<file path="src/rtl/spi_gen_pkg.sv">
// Shared types and constants for the SPI test-traffic generator.
// State encoding, pattern mode codes and the default LFSR tap mask.
package spi_gen_pkg;

  typedef enum logic [1:0] {
    S_IDLE  = 2'd0,
    S_DELAY = 2'd1,
    S_ISSUE = 2'd2
  } state_e;

  localparam logic [1:0] MODE_CNT   = 2'd0;
  localparam logic [1:0] MODE_LFSR  = 2'd1;
  localparam logic [1:0] MODE_WALK  = 2'd2;
  localparam logic [1:0] MODE_CONST = 2'd3;

  localparam logic [31:0] DEF_LFSR_TAPS = 32'h8020_0003;

endpackage

</file>
<file path="src/rtl/spi_pattern_core.sv">
// Pattern register: seeds on request and advances one step per accepted word.
// Kept standalone so a loopback checker can regenerate the same sequence.
module spi_pattern_core
  import spi_gen_pkg::*;
#(
  parameter int                 DATA_W    = 32,
  parameter logic [DATA_W-1:0]  LFSR_TAPS = DATA_W'(DEF_LFSR_TAPS)
) (
  input  logic              clk,
  input  logic              rst,
  input  logic              seed,
  input  logic              adv,
  input  logic [1:0]        mode,
  input  logic [DATA_W-1:0] const_val,
  output logic [DATA_W-1:0] pat
);

  localparam logic [DATA_W-1:0] ONE = {{(DATA_W-1){1'b0}}, 1'b1};

  logic [DATA_W-1:0] seed_val;
  logic [DATA_W-1:0] nxt;

  always_comb begin
    seed_val = '0;
    unique case (mode)
      MODE_CNT:   seed_val = '0;
      MODE_LFSR:  seed_val = ONE;
      MODE_WALK:  seed_val = ONE;
      MODE_CONST: seed_val = const_val;
      default:    seed_val = '0;
    endcase
  end

  // Galois LFSR in right-shift form: taps fold in when the LSB shifts out
  always_comb begin
    nxt = pat;
    unique case (mode)
      MODE_CNT:   nxt = pat + ONE;
      MODE_LFSR:  nxt = pat[0] ? ((pat >> 1) ^ LFSR_TAPS)
                               : (pat >> 1);
      MODE_WALK:  nxt = {pat[DATA_W-2:0], pat[DATA_W-1]};
      MODE_CONST: nxt = pat;
      default:    nxt = pat;
    endcase
  end

  always_ff @(posedge clk or posedge rst) begin
    if (rst) begin
      pat <= '0;
    end else if (seed) begin
      pat <= seed_val;
    end else if (adv) begin
      pat <= nxt;
    end
  end

endmodule

</file>
<file path="src/rtl/spi_pattern_gen.sv">
// Burst traffic generator for fifo_spi: power-of-two gaps, pattern bursts,
// backpressure-safe writes and a scope tick on every burst start.
module spi_pattern_gen
  import spi_gen_pkg::*;
#(
  parameter int                DATA_W    = 32,
  parameter int                BURST_W   = 8,
  parameter int                DLY_EXP_W = 5,
  parameter int                DLY_BASE  = 8,
  parameter logic [DATA_W-1:0] LFSR_TAPS = DATA_W'(DEF_LFSR_TAPS)
) (
  input  logic                 clk,
  input  logic                 rst,
  input  logic                 start,
  input  logic                 stop,
  input  logic [1:0]           mode,
  input  logic [DATA_W-1:0]    const_val,
  input  logic [DLY_EXP_W-1:0] dly_exp,
  input  logic [BURST_W-1:0]   burst_len,
  input  logic                 fifo_full,
  output logic                 we,
  output logic [DATA_W-1:0]    din,
  output logic                 tick,
  output logic                 busy,
  output logic [DATA_W-1:0]    word_cnt
);

  localparam int MAX_EXP = DATA_W - 1;
  localparam logic [DATA_W-1:0]  ONE_D = {{(DATA_W-1){1'b0}}, 1'b1};
  localparam logic [BURST_W-1:0] ONE_B = {{(BURST_W-1){1'b0}}, 1'b1};

  state_e               state;
  state_e               state_n;
  logic [1:0]           mode_q;
  logic [DLY_EXP_W-1:0] dly_q;
  logic [BURST_W-1:0]   blen_q;
  logic [BURST_W-1:0]   blen_eff;
  logic [BURST_W-1:0]   rem;
  logic [DATA_W-1:0]    dly_cnt;
  logic [DATA_W-1:0]    limit;
  logic                 was_issue;
  logic                 start_run;
  logic                 last_word;
  logic [1:0]           core_mode;
  int                   exp_sum;

  assign start_run = (state == S_IDLE) && start;
  assign last_word = we && (rem == ONE_B);
  assign blen_eff  = (burst_len == '0) ? ONE_B : burst_len;
  assign core_mode = start_run ? mode : mode_q;

  // Gap exponent saturates so the shift never leaves the word
  always_comb begin
    exp_sum = DLY_BASE + int'(dly_q);
    if (exp_sum > MAX_EXP) exp_sum = MAX_EXP;
    limit = ONE_D << exp_sum;
  end

  always_ff @(posedge clk or posedge rst) begin
    if (rst) state <= S_IDLE;
    else     state <= state_n;
  end

  always_comb begin
    state_n = state;
    unique case (state)
      S_IDLE:
        if (start) state_n = S_DELAY;
      S_DELAY:
        if (stop)                          state_n = S_IDLE;
        else if (dly_cnt == limit - ONE_D) state_n = S_ISSUE;
      S_ISSUE:
        if (last_word) state_n = stop ? S_IDLE : S_DELAY;
      default:
        state_n = S_IDLE;
    endcase
  end

  always_comb begin
    we   = 1'b0;
    tick = 1'b0;
    busy = 1'b1;
    unique case (1'b1)
      (state == S_IDLE):  busy = 1'b0;
      (state == S_DELAY): busy = 1'b1;
      (state == S_ISSUE): begin
        we   = !fifo_full;
        tick = !was_issue;
      end
      default: busy = 1'b1;
    endcase
  end

  always_ff @(posedge clk or posedge rst) begin
    if (rst) begin
      mode_q    <= MODE_CNT;
      dly_q     <= '0;
      blen_q    <= '0;
      rem       <= '0;
      dly_cnt   <= '0;
      word_cnt  <= '0;
      was_issue <= 1'b0;
    end else begin
      was_issue <= (state == S_ISSUE);
      dly_cnt   <= (state == S_DELAY && state_n == S_DELAY)
                   ? dly_cnt + ONE_D : '0;
      if (start_run) begin
        mode_q   <= mode;
        dly_q    <= dly_exp;
        blen_q   <= blen_eff;
        rem      <= blen_eff;
        word_cnt <= '0;
      end else if (we) begin
        word_cnt <= word_cnt + ONE_D;
        rem      <= (rem == ONE_B) ? blen_q : rem - ONE_B;
      end
    end
  end

  spi_pattern_core #(
    .DATA_W    (DATA_W),
    .LFSR_TAPS (LFSR_TAPS)
  ) u_core (
    .clk       (clk),
    .rst       (rst),
    .seed      (start_run),
    .adv       (we),
    .mode      (core_mode),
    .const_val (const_val),
    .pat       (din)
  );

endmodule

</file>
<file path="config.mk">
export PLATFORM = sky130hd
export DESIGN_NAME = spi_pattern_gen
export DESIGN_NICKNAME = d
export VERILOG_FILES = /design/src/rtl/spi_gen_pkg.sv /design/src/rtl/spi_pattern_core.sv /design/src/rtl/spi_pattern_gen.sv
export SDC_FILE = /design/constraint.sdc
export NUM_CORES = 1
export LEC_CHECK = 0
export ABC_AREA = 1
export BUFFER_PORTS_ARGS = -buffer_cell sky130_fd_sc_hd__buf_2
export CAP_MARGIN = 10
export CORE_UTILIZATION = 50
export CTS_BUF_LIST = sky130_fd_sc_hd__clkbuf_4 sky130_fd_sc_hd__clkbuf_8
export CTS_CLUSTER_SIZE = 25
export DETAILED_ROUTE_END_ITERATION = 8
export HOLD_SLACK_MARGIN = 0.1
export MAX_ROUTING_LAYER = met4
export PLACE_DENSITY_LB_ADDON = 0.12
export SLEW_MARGIN = 20
export SYNTH_ARGS = -nofsm -noshare
export SYNTH_HDL_FRONTEND = slang
export SYNTH_SLANG_ARGS = --single-unit
</file>
<file path="constraint.sdc">
create_clock -name clk -period 3.54 [get_ports clk]
set_clock_uncertainty 0.15 [all_clocks]
set_input_delay 0.177 -clock clk [delete_from_list [all_inputs] [get_ports clk]]
set_output_delay 0.177 -clock clk [all_outputs]
set_load 0.01 [all_outputs]
</file>
After elaboration in Yosys (flattened, before gate mapping). Cells that the tools add are included. Widths: inputs -> output; s select.

Register bits: 122. Input bits: 52. Output and inout bits: 67. Word-level logic and storage cells: 61.

Add/sub/neg operators: 6. $lt $le $gt $ge: 1. Equality and inequality tests: 9. Shifts and indexed selects: 1. Multiplexer cells: 23. Bitwise logic cells: 1. Reductions and logical operators: 11.

Operators by type and width (count): $mux 32 (6); $pmux 32 s3 (2); $add 32x1->32 const B (3); $eq 32x32->1 (1); $mux 8 (4); $shl 1x32->32 const A (1); $sub 32x1->32 const B (1); $mux 2 (5); $eq 8x1->1 const B (1); $logic_not 8->1 (1); $sub 8x1->8 const B (1); $add 4x5->6 const A (1); $eq 2x1->1 const B (3); $eq 2x2->1 const B (3); $gt 6x5->1 const B (1); $mux 6 (1); $pmux 2 s3 (1); $logic_not 2->1 (2); $mux 1 (4); $not 3->4 (1); $logic_and 1x1->1 (3); $logic_not 1->1 (2); $ne 2x2->1 const B (1); $reduce_and 2->1 (1); other kinds (2) (2).

Logic depth before layout (Yosys ltp).
Word-level depth: 12. Depth in mapped cells: 18. Depth with buffers taken out: 15.

By module. A second synthesis with hierarchy kept.

Cell total of the unflattened synthesis: 1331. Area total of the unflattened synthesis: 8969.9 um^2.

Modules (own cells, without submodules): spi_pattern_gen (times used 1, cells each 794, area each 5729.2 um^2, seq. area each 2252.2 um^2); spi_pattern_core (times used 1, cells each 537, area each 3240.6 um^2, seq. area each 800.8 um^2).

Worst setup path before layout. Ideal clock, no wire load.

Path kind: register to register. From: reg state[1]. To: reg u_core.pat[12]. Library setup time: 139 ps. Data arrival time: 2310 ps. Data required time: 3251 ps. Setup slack: 941 ps. Cell stages (with the launch flop): 13. Path buffers: 3. Period minus slack after synthesis: 2599 ps. Cell sequence: dfrtp_1 nor2_1 nand2_1 clkbuf_1 o21ai_0 inv_1 ha_1 inv_1 clkbuf_1 clkbuf_1 o221ai_1 nand3_1 a22oi_1.

Cells in the longest elaborated chain, start to end: 7. Elaborated cells between the ends (all ways): 17. Those cells by class: 5 x eq/ne; 6 x mux; 6 x reduce/logical.

Ends and longest elaborated chain: start, declared (RTL line spi_pattern_gen.sv:32) `state_e state;`; start signal, assigned (RTL line spi_pattern_gen.sv:61) `else state <= state_n;`; $logic_not 2->1 * (RTL line spi_pattern_gen.sv:47) `assign start_run = (state == S_IDLE) && start;`; $logic_and 1x1->1 * (RTL line spi_pattern_gen.sv:47); $mux 2 *; named net core_mode[1] (RTL line spi_pattern_gen.sv:44) `logic [1:0] core_mode;`; $eq 2x2->1, or another cell as far along (RTL line spi_pattern_core.sv:25, spi_pattern_core.sv:37); $pmux 32 s3 / $reduce_or 2->1 (equally long branches); $mux 32 / $pmux 32 s3 (equally long branches) (RTL line spi_pattern_core.sv:52, spi_pattern_core.sv:25); $mux 32 (RTL line spi_pattern_core.sv:50) `end else if (seed) begin`; end signal, assigned (RTL line spi_pattern_core.sv:51) `pat <= seed_val;`; end signal, assigned (RTL line spi_pattern_core.sv:53) `pat <= nxt;`; end, declared (RTL line spi_pattern_core.sv:15) `output logic [DATA_W-1:0] pat`.

Mark *: on every way through the listed nets, which the timed path passes. The rest lies on a longest branch. The select of a mux whose other input is x is not followed. A chain may end at the register's enable or synchronous reset.

Worst setup path in the final report.
From: reg dly_q[2]. To: reg dly_cnt[8].

Cells in the longest elaborated chain, start to end: 12.

Ends and longest elaborated chain: start, declared (RTL line spi_pattern_gen.sv:35) `logic [DLY_EXP_W-1:0] dly_q;`; start signal, assigned (RTL line spi_pattern_gen.sv:109) `dly_q <= dly_exp;`; $add 4x5->6 * (RTL line spi_pattern_gen.sv:54) `exp_sum = DLY_BASE + int'(dly_q);`; $gt 6x5->1 (RTL line spi_pattern_gen.sv:55) `if (exp_sum > MAX_EXP) exp_sum = MAX_EXP;`; $mux 6 * (RTL line spi_pattern_gen.sv:55); $shl 1x32->32 * (RTL line spi_pattern_gen.sv:56) `limit = ONE_D << exp_sum;`; $sub 32x1->32 * (RTL line spi_pattern_gen.sv:71) `else if (dly_cnt == limit - ONE_D) state_n = S_ISSUE;`; $eq 32x32->1 * (RTL line spi_pattern_gen.sv:71); $mux 2 * (RTL line spi_pattern_gen.sv:71); $mux 2 * (RTL line spi_pattern_gen.sv:70) `if (stop) state_n = S_IDLE;`; $pmux 2 s3 * (RTL line spi_pattern_gen.sv:66) `unique case (state)`; $eq 2x1->1 * (RTL line spi_pattern_gen.sv:105) `dly_cnt <= (state == S_DELAY && state_n == S_DELAY)`; $logic_and 1x1->1 * (RTL line spi_pattern_gen.sv:105); $mux 32 * (RTL line spi_pattern_gen.sv:106) `? dly_cnt + ONE_D : '0;`; end signal, assigned (RTL line spi_pattern_gen.sv:105); end, declared (RTL line spi_pattern_gen.sv:39) `logic [DATA_W-1:0] dly_cnt;`.

Mark *: on every way between the ends. The rest lies on a longest branch, timed or not.

==> out/results.ini <==
[run_status]
status = completed

[routing]
wl_per_cell_um = 15.9
vias = 9279
drt_iter0_markers = 610
drt-total-wl_um = 26200
drtAntennaViolNets = 0
drt-vias-per-instance = 5.61
first_pass_iters = 5
drc = 0

[yosys]
ys_warn_count = 0
postSynthCellCount = 1255
netlist_top_cells_area = dfrtp_1 (35%), nand2_1 (12%), inv_1 (6.5%)
ys.flop_type = dfrtp_1
yosysSeqAreaShare_pct = 34.8
netlist.area_leader.share_pct = 34.8
async_flop_share_pct = 100
syn-cell-area_um2 = 8780
synth_cell_types = 52
ys_seq_elements = 122
yosys.area.top_type = dfrtp_1
syn_area_per_cell_um2 = 7.00
synth-edff-count = 0

[timing]
hold_viol = 0
slew_viol_final = 0
rsz0062_at_grt = no
fin_setup_tns_ns = 0
slew_headroom_pct = 52.2
tightest_slew_ns = 0.717
setup_viol_count_final = 0
hold_ws_ns = 0.166
fmaxAchievable_mhz = 323
post-route-period-util_pct = 87.5
min_period_ns = 3.10

[worst_hold_path]
holdCritPathClass = in2async

[pwr]
cellPowerDensity_nw_per_um2 = 518
power_leakage_nw = 4.88
vdd_drop_max_mv = 0.373

[clocking]
cts_setup_buffers = 0
clkTransAtPathRegs_ns = 0.08
clock-root-buffer = clkbuf_8
clock-sinks = 122
cts_tree = yes
clk_latency_ns = 0.45
cts_buffers = 17
ctsLongestPathBuffers = 2
htree_levels = 4

[critical_path]
cp-start-kind = flip-flop
crit_family = simple AND/OR/NAND/NOR gates
path_buf_inv = 3
cpMaxStageDelayCell = dfrtp_1
cp_slowest_stage_delay_ns = 0.64
critPathCaptureType = flip-flop
critPathMaxFanout = 19
crit_chain = inv_1 -> nand2_1 -> inv_1 -> nand3_1 -> nand2_1 -> nor2_1 -> nand2_1 -> nand2_1 -> nand2_1 -> nor2_1 -> nand3_1 -> nor2_2 -> nand2_2 -> nand2_2 -> buf_4 -> nor2_1
critical_path_required_ns = 3.72
crit_type = reg2reg
crit_top_cell = nand2_1
arrival_ns = 3.28

[floorplan]
top_level_ports = 119
std_cell_rows = 48
die_w_um = 135
fp.dieH_um = 135
initial_utilization_pct = 50.9
core_area_um2 = 17200
die-area_um2 = 18100

[place]
place.gp.congestion = 0.945
dp_hpwl_um = 18800
io_buffers = 118

[cells_and_area]
drive_above_1_share_pct = 15.0
final_cell_mix = nand2_1 (272), inv_1 (150), nor2_1 (132)
seq_area_um2 = 3050
final_nets = 1479
final_common_cell = nand2_1
area_growth_pct = 20.3
nFillCells = 1668
multi_input_area_um2 = 4890
antenna_cells = 0

[job]
maxCapViolCount = 0

[global_route]
grt.total_usage_pct = 30.8
grt_pass1_vias = 8654
antenna_found_initial = 0
grt_max_degree = 75
grt_pass1_wl_um = 43300
gr-total-overflow = 0

## power by group
group	total [W]	switching (W)	internal (W)
combinational	0.00214	0.00135	0.000783
clock	0.00137	0.000606	0.000759
sequential	0.00196	0.000351	0.00161
total	0.00547	0.00231	0.00316
## per-stage QoR
| step | area (um2) | std cells | utilization [%] | power (W) | setup slack, ns |
|---|---|---|---|---|---|
| 6_report | 10600 | 1655 | 61.3 | 0.00547 | 0.441 |
| 5_1_grt | 10600 | 1655 | 61.3 | 0.00584 | 0.158 |
| 4_1_cts | 10500 | 1654 | 61.1 | 0.00544 | 0.0303 |
| 3_5_place_dp | 9540 | 1565 | 55.3 | 0.00401 | 0.0769 |
| 3_3_place_gp | 9540 | 1565 | 55.3 | 0.00401 | 0.287 |
| 2_1_floorplan | 8790 | 1256 | - | 0.00339 | 0.941 |
## registers in the layout, indices dropped and copies added (netlist names)
register / cells
u_core.pat: 32
dly_q: 5
mode_q: 2
state: 2
word_cnt: 32
was_issue: 1
blen_q: 8
dly_cnt: 32
rem: 8
## routing by layer
metal  vias up  track usage [%]  share of wire (%)
met4         0             10.7                2.3
met2       314             47.8                 47
li1       4567                -                  -
met5         -                -                  0
met1      4353             41.0                 45
met3        45             4.99                5.9
## timing repair
action	in CTS	in global routing
hold buffers	57	0
hold endpoints to repair	182	0
gates resized for setup	0	0
endpoints found under the setup margin	0	0
## path summary, 6_finish.rpt
check,endpoint,cells past startpoint,startpoint,slack (ns)
min in group clk,dly_q[2]$_DFFE_PP0P_,4,dly_exp[2],0.31
max in group asynchronous,rem[6]$_DFFE_PP0P_,4,rst,2.33
max reg2reg,dly_cnt[8]$_DFF_PP0_,16,dly_q[2]$_DFFE_PP0P_,0.44
min,dly_cnt[5]$_DFF_PP0_,3,rst,0.17
max,dly_cnt[8]$_DFF_PP0_,16,dly_q[2]$_DFFE_PP0P_,0.44
min reg2reg,dly_cnt[0]$_DFF_PP0_,1,dly_cnt[0]$_DFF_PP0_,0.35
## Yosys cell counts, types with 26 or more instances
cell / instances
o221ai_1: 26
clkbuf_1: 27
nand3_1: 101
dfrtp_1: 122
xor2_1: 35
nor3_1: 28
nand2_1: 273
inv_1: 151
a21oi_1: 70
o21ai_0: 57
nor2_1: 133
nand4_1: 42
## cell type report
class	count	share of cell area (%)
inverters	157	5.62
flip-flops and latches	122	28.9
clock buffers	22	2.69
repair buffers	192	12.5
clock inverters	10	1.33
well taps	225	2.67
multi-input cells	927	46.3
## tightest hold or removal path, stage by stage
cell	delay, ns
dlygate4sd3_1	0.54
buf_2	0.13
clkinvlp_4	0.34
## cell families after synthesis
logic type	synth area share, %
fa+ha+maj	1.43
other cells	0.0427
simple gates	34.5
xor+xnor	4.59
compound gates	14.9
buf+inv	9.73
flops	34.8
(Power assumes the default switching activity.)
